==> src/rtl/mem_fill_pkg.sv <==
// Shared types for the memory fill engine: FSM state encoding and fill-mode constants.
package mem_fill_pkg;

    typedef enum logic [1:0] {
        IDLE,
        RUN,
        ABORT,
        DONE
    } state_t;

    localparam logic MODE_CONST = 1'b0;
    localparam logic MODE_INCR  = 1'b1;

endpackage

==> src/rtl/mem_fill.sv <==
// Memory fill engine: writes a base/len address range with constant or incrementing
// data through the mem_en/mem_valid request handshake; supports abort and back-to-back writes.
module mem_fill
    import mem_fill_pkg::*;
#(
    parameter int ADDR_W = 6,
    parameter int DATA_W = 2
) (
    input  logic              clk,
    input  logic              rst,
    input  logic              en,
    input  logic [ADDR_W-1:0] base_addr,
    input  logic [ADDR_W-1:0] len,
    input  logic [DATA_W-1:0] fill_data,
    input  logic              mode,
    output logic              mem_en,
    input  logic              mem_valid,
    output logic [ADDR_W-1:0] mem_addr,
    output logic [DATA_W-1:0] mem_data,
    output logic              busy,
    output logic              done,
    output logic              aborted
);

    state_t            state;
    logic [ADDR_W-1:0] cap_len;
    logic [DATA_W-1:0] cap_data;
    logic              cap_mode;
    logic [ADDR_W-1:0] count;
    logic [ADDR_W-1:0] next_count;
    logic              accept;

    assign accept     = mem_en && mem_valid;
    assign next_count = count + ADDR_W'(1);

    always_ff @(posedge clk or posedge rst) begin
        if (rst) begin
            state    <= IDLE;
            cap_len  <= '0;
            cap_data <= '0;
            cap_mode <= MODE_CONST;
            count    <= '0;
            mem_en   <= 1'b0;
            mem_addr <= '0;
            mem_data <= '0;
            busy     <= 1'b0;
            done     <= 1'b0;
            aborted  <= 1'b0;
        end else begin
            aborted <= 1'b0;
            unique case (state)
                IDLE: begin
                    if (en && !done) begin
                        state    <= RUN;
                        cap_len  <= len;
                        cap_data <= fill_data;
                        cap_mode <= mode;
                        count    <= '0;
                        mem_addr <= base_addr;
                        mem_data <= fill_data;
                        mem_en   <= 1'b1;
                        busy     <= 1'b1;
                    end
                end
                RUN: begin
                    // Abort takes priority over completion, even on the last word.
                    if (!en) begin
                        if (accept) begin
                            state   <= IDLE;
                            mem_en  <= 1'b0;
                            busy    <= 1'b0;
                            aborted <= 1'b1;
                        end else begin
                            state <= ABORT;
                        end
                    end else if (accept) begin
                        if (count == cap_len) begin
                            state  <= DONE;
                            mem_en <= 1'b0;
                            busy   <= 1'b0;
                            done   <= 1'b1;
                        end else begin
                            mem_addr <= mem_addr + ADDR_W'(1);
                            count    <= next_count;
                            mem_data <= (cap_mode == MODE_INCR)
                                      ? cap_data + DATA_W'(next_count)
                                      : cap_data;
                        end
                    end
                end
                ABORT: begin
                    if (accept) begin
                        state   <= IDLE;
                        mem_en  <= 1'b0;
                        busy    <= 1'b0;
                        aborted <= 1'b1;
                    end
                end
                DONE: begin
                    if (!en) begin
                        state <= IDLE;
                        done  <= 1'b0;
                    end
                end
                default: state <= IDLE;
            endcase
        end
    end

endmodule

==> config.mk <==
export PLATFORM = sky130hd
export DESIGN_NAME = mem_fill
export DESIGN_NICKNAME = d
export VERILOG_FILES = /design/src/rtl/mem_fill_pkg.sv /design/src/rtl/mem_fill.sv
export SDC_FILE = /design/constraint.sdc
export NUM_CORES = 1
export LEC_CHECK = 0
export BUFFER_PORTS_ARGS = -buffer_cell sky130_fd_sc_hd__buf_2
export CORE_MARGIN = 1.5
export CORE_UTILIZATION = 36
export CTS_CLUSTER_SIZE = 8
export DETAILED_ROUTE_END_ITERATION = 10
export GPL_ROUTABILITY_DRIVEN = 0
export GPL_TIMING_DRIVEN = 0
export SLEW_MARGIN = 40
export SYNTH_ARGS = -nofsm -noshare
export SYNTH_HDL_FRONTEND = slang
export SYNTH_SLANG_ARGS = --single-unit
==> constraint.sdc <==
create_clock -name clk -period 4.35 [get_ports clk]
set_clock_uncertainty 0.15 [all_clocks]
set_input_delay 0.2175 -clock clk [delete_from_list [all_inputs] [get_ports clk]]
set_output_delay 0.2175 -clock clk [all_outputs]
set_load 0.005 [all_outputs]
Word level (Yosys, flattened, before mapping):

Index checks and enable logic that the tools add are counted.

* register bits: 29
* input bits: 19
* output and inout port bits: 12

* add/subtract/negate cells: 3
* equal/unequal tests: 13
* mux-type cells: 41
* reductions and logical operators: 12

Operators by type and width (count)
* 6-bit two-way mux: 8
* 2-bit two-way mux: 12
* 6-bit case mux with 2 select lines: 2
* 5-bit AND reduction: 3
* 2-bit != test (second input constant): 7
* 1-bit two-way mux: 13
* 6-bit by 1-bit adder with 6-bit output (second input constant): 2
* 2-bit case mux with 4 select lines: 1
* 6-bit equality test: 1
* 3-bit != test (second input constant): 2
* 1-bit case mux with 3 select lines: 2
* 2-bit equality test (second input constant): 2
* 1-bit case mux with 2 select lines: 2
* 2-bit case mux with 2 select lines: 1
* 4-bit AND reduction: 1
* 2-bit nonzero test: 2
* 3-bit nonzero test: 1
* 2-bit adder: 1
* 2-bit by 1-bit equality test with 1-bit output (second input constant): 1
* 1-bit logical AND: 2
* 2-bit logical NOT: 1
* 2-bit AND reduction: 1
* 1-bit logical NOT: 1

Depth between registers and ports, before layout:

* depth in word-level cells: 7
* depth in mapped cells: 8
* mapped depth without buffers: 6

Least setup slack after synthesis:

No wires, ideal clock.

* path type: register to register
* start: register state[0]
* end: register mem_addr[1]
* arrival: 1.858 ns
* path slack: 2.218 ns
* stages on the path, launching flop included: 8
* buffers on the path: 1
* cell sequence: dfrtp_1 -> inv_1 -> ha_1 -> a21bo_2 -> a21o_1 -> clkbuf_1 -> a31oi_4 -> mux2_2

* word-level cells in the longest chain between the ends: 3

Ends and longest elaborated chain
* start, declared: line mem_fill.sv:25 `state_t state;`
* start signal, assigned: line mem_fill.sv:38 `state <= IDLE;`
* start signal, assigned: line mem_fill.sv:54 `state <= RUN;`
* start signal, assigned: line mem_fill.sv:69 `state <= IDLE;`
* 2-bit by 1-bit equality test with 1-bit output / 2-bit logical NOT (equally long branches): line mem_fill.sv:51 `unique case (state)`
* 2-bit != test (no line) / 2-bit nonzero test (equally long branches)
* 5-bit AND reduction (no line)
* end signal, assigned: line mem_fill.sv:59 `mem_addr <= base_addr;`
* end signal, assigned: line mem_fill.sv:83 `mem_addr <= mem_addr + ADDR_W'(1);`
* end, declared: line mem_fill.sv:18 `output logic [ADDR_W-1:0] mem_addr,`

Several ways; a longest one is shown, not always the timed one.
A chain may end at the register's enable or synchronous reset.

Final worst setup path:

* start: register state[0]
* end: register mem_data[1]

* word-level cells in the longest chain between the ends: 3

Ends and longest elaborated chain
* 2-bit by 1-bit equality test with 1-bit output / 2-bit logical NOT (equally long branches): line mem_fill.sv:51
* 2-bit != test (no line) / 2-bit nonzero test (equally long branches)
* 5-bit AND reduction (no line)
* end signal, assigned: line mem_fill.sv:60 `mem_data <= fill_data;`
* end signal, assigned: line mem_fill.sv:85 `mem_data <= (cap_mode == MODE_INCR)`
* end, declared: line mem_fill.sv:19 `output logic [DATA_W-1:0] mem_data,`

Several ways; a longest one is shown, not always the timed one.

==> flow_summary.ini <==
[status]
status = finished clean

[placement]
dp_hpwl_um = 3030
port_buffers = 30
place_area_sq_um = 2080

[cts]
h-tree-depth = 2
clkSinkCount = 29
path_clk_slew_ns = 0.07
clk_path_buf_depth = 2
numCtsBuffers = 5
post-cts-setup-buffers = 0
cts-root-buf = clkbuf_8
clkLatencyLatePin_ns = 0.28
cts_tree = yes

[cells_and_area]
finalCoreUtilization = 0.462
final_cell_area_sq_um = 2240
synthToLayoutAreaGrowth_pct = 21.0
nets = 248
insertedDiodeCount = 0
drive_gt1_frac = 0.274

[flow_run]
drv_cap = 0

[die]
core_area_sq_um = 4850
die_h_um = 74.7
io_pins = 31
start_util = 0.382
dieArea_sq_um = 5580
fp-row-count = 25
die_x_um = 74.7

[synthesis]
synth_fa_ha_area_frac = 0.0473
synthDistinctLibCells = 52
synth_area_leader_cell = dfrtp_1
synth-seq-cells = 29
yosysWarnings = 0
synth_top_family_by_area = compound AO/OA/AOI/OAI gates
synth_edf_count = 0
synth_top_area_frac = 0.392
netlist_area_sq_um = 1850
synthFlopType = dfrtp_1
synth_xor_area_frac = 0.0331
yosys.area_share.simple = 0.157
synth_commonest_cells = dfrtp_1 (29), nand2_1 (16), mux2_2 (13), inv_1 (9), o211ai_1 (8)
synthCells = 183
yosysMostFrequentCell = dfrtp_1
ys_seq_area_frac = 0.392
synthTopCellsByArea = dfrtp_1 (39%), mux2_2 (7.9%), ha_1 (4.7%)
synth_compound_area_frac = 0.239
muxShareOfSynthArea = 0.0899
async_reset_ff_frac = 1.00
syn_avg_cell_area_sq_um = 10.1
synthesis.nets = 209

[routing]
first_iter_violations = 48
via_count = 1585
routed_wl_um = 4250
viasPerCell = 5.47
ant_nets = 0
first_pass_iters = 4
drc = 0
routedWlPerCell_um = 14.6

[sta]
slew_headroom = 0.520
setup_viol = 0
worst_pin_slew_ns = 0.717
drv_slew = 0
setup_tns_ns = 0
post-route-period-util = 0.559
timing.fmax_mhz = 411
finalCriticalPeriod_ns = 2.43
hold-worst-slack_ns = 0.0134
rsz0062_at_grt = false
hold_violations = 0

[global_routing]
grt_pass1_wl_um = 7360
grt_pass1_vias = 1584
gr-total-overflow = 0
grt_antenna_before_repair = 0
track_usage = 0.173
grt_max_degree = 30

[critical_path]
endpoint_kind = flop
rr_worst_depth = 7
crit_fanout = 9
crit_start = state[0]
crit_slowest_cell = dfrtp_1
reg2reg_from = state[0]
critPathMaxStageDelay_ns = 0.40
crit_arrival_ns = 2.45
cp.required_ns = 4.37
start_kind = flop
endpoint = mem_data[1]
cp_cell_sequence = inv_1 -> ha_1 -> a21bo_2 -> a21o_1 -> clkbuf_1 -> a31oi_4 -> mux2_2
r2r_end = mem_data[1]
r2r_slack_ns = 1.92
path_class = flop to flop

[power]
power_density_nw_per_um2 = 773
leakagePower_uw = 0.000984
finalPower_uw = 1730
ir_drop_mv = 0.326

[worst_hold_path]
hold_class = input port to flop
==> cells in the final DEF, fill, tap and decap left out, types with 2 or more instances in the layout <==
cell           instances
buf_2                 31
dfrtp_1               29
nand2_1               16
mux2_2                13
inv_1                  8
o211ai_1               8
clkbuf_1               7
xor2_1                 7
nand3_1                7
a21oi_1                7
ha_1                   7
nor2_1                 6
o21ai_0                6
clkbuf_8               5
o2111ai_1              4
nand2b_1               3
a2bb2oi_1              3
a22oi_1                3
a311oi_1               3
and2_1                 3
a211o_1                3
o311a_1                2
a21o_1                 2
mux2i_1                2
and4_1                 2
o211a_1                2
nor3_1                 2
bufinv_16              2
dlygate4sd3_1          2
==> worst min path at each step <==
stage,slack [ns],start,cells after the start,endpoint
floorplan,0.15,rst,1,aborted
global placement,0.30,mode,2,cap_mode
detailed placement,0.19,rst,2,cap_len[0]
CTS,0.003,mode,2,cap_mode
global route,0.01,len[3],2,cap_len[3]
finish,0.01,len[1],2,cap_len[1]
==> metrics by stage <==
step           instances  setup WS, ns
2_1_floorplan        183          2.22
5_1_grt              290          1.76
4_1_cts              289          1.91
3_5_place_dp         280          1.92
6_report             290          1.92
3_3_place_gp         280          1.94
==> report_power, final <==
group	switching, uW	total [uW]	internal, uW	leakage (uW)
combinational	497	880	383	0.000573
clock	107	334	227	0.0000681
sequential	119	517	398	0.000343
total	723	1730	1010	0.000984
==> registers in the layout, indices dropped and copies added, names as in the netlist <==
name and cells:
cap_data 2, aborted 1, busy 1, cap_len 6
mem_addr 6, mem_data 2, cap_mode 1, done 1
state 2, mem_en 1, count 6
==> layout make-up <==
cell class              instances  area (sq um)
fillers                       475          2610
multi-input cells             136          1050
flip-flops and latches         29           726
repair buffers                 32           170
well taps                      67          83.8
clock buffers                   5          68.8
clock inverters                 3          65.1
plain buffers                   9          42.5
inverters                       9          33.8
==> cells by family (layout without fill, tap and decap cells) <==
logic type | Yosys count | count (layout)
flip-flops | 29 | 29
XOR/XNOR | 7 | 7
AO/OA/AOI/OAI | 56 | 56
multiplexers | 15 | 15
buffers and inverters | 18 | 58
adder cells (fa/ha/maj) | 7 | 7
AND/OR/NAND/NOR | 51 | 51
==> timing repair <==
action	CTS	global route
resized for setup	0	0
hold buffers	1	1
endpoints found under the hold margin	29	1
setup endpoints to repair	0	0
==> per-layer routing <==
| layer | up-vias | share of wire | GRT usage |
|---|---|---|---|
| li1 | 771 | - | - |
| met1 | 770 | 0.47 | 0.220 |
| met2 | 39 | 0.47 | 0.290 |
| met3 | 5 | 0.049 | 0.0402 |
| met4 | 0 | 0.011 | 0.0626 |
| met5 | - | 0 | 0 |
==> critical path: cells and delay by family, from the launching register on <==
kind | cells | cell delay (ns)
compound gates | 3 | 0.79
flops | 1 | 0.40
mux | 1 | 0.38
buf+inv | 2 | 0.34
fa+ha+maj | 1 | 0.26
Note: power is estimated with default switching activity, not from simulation.
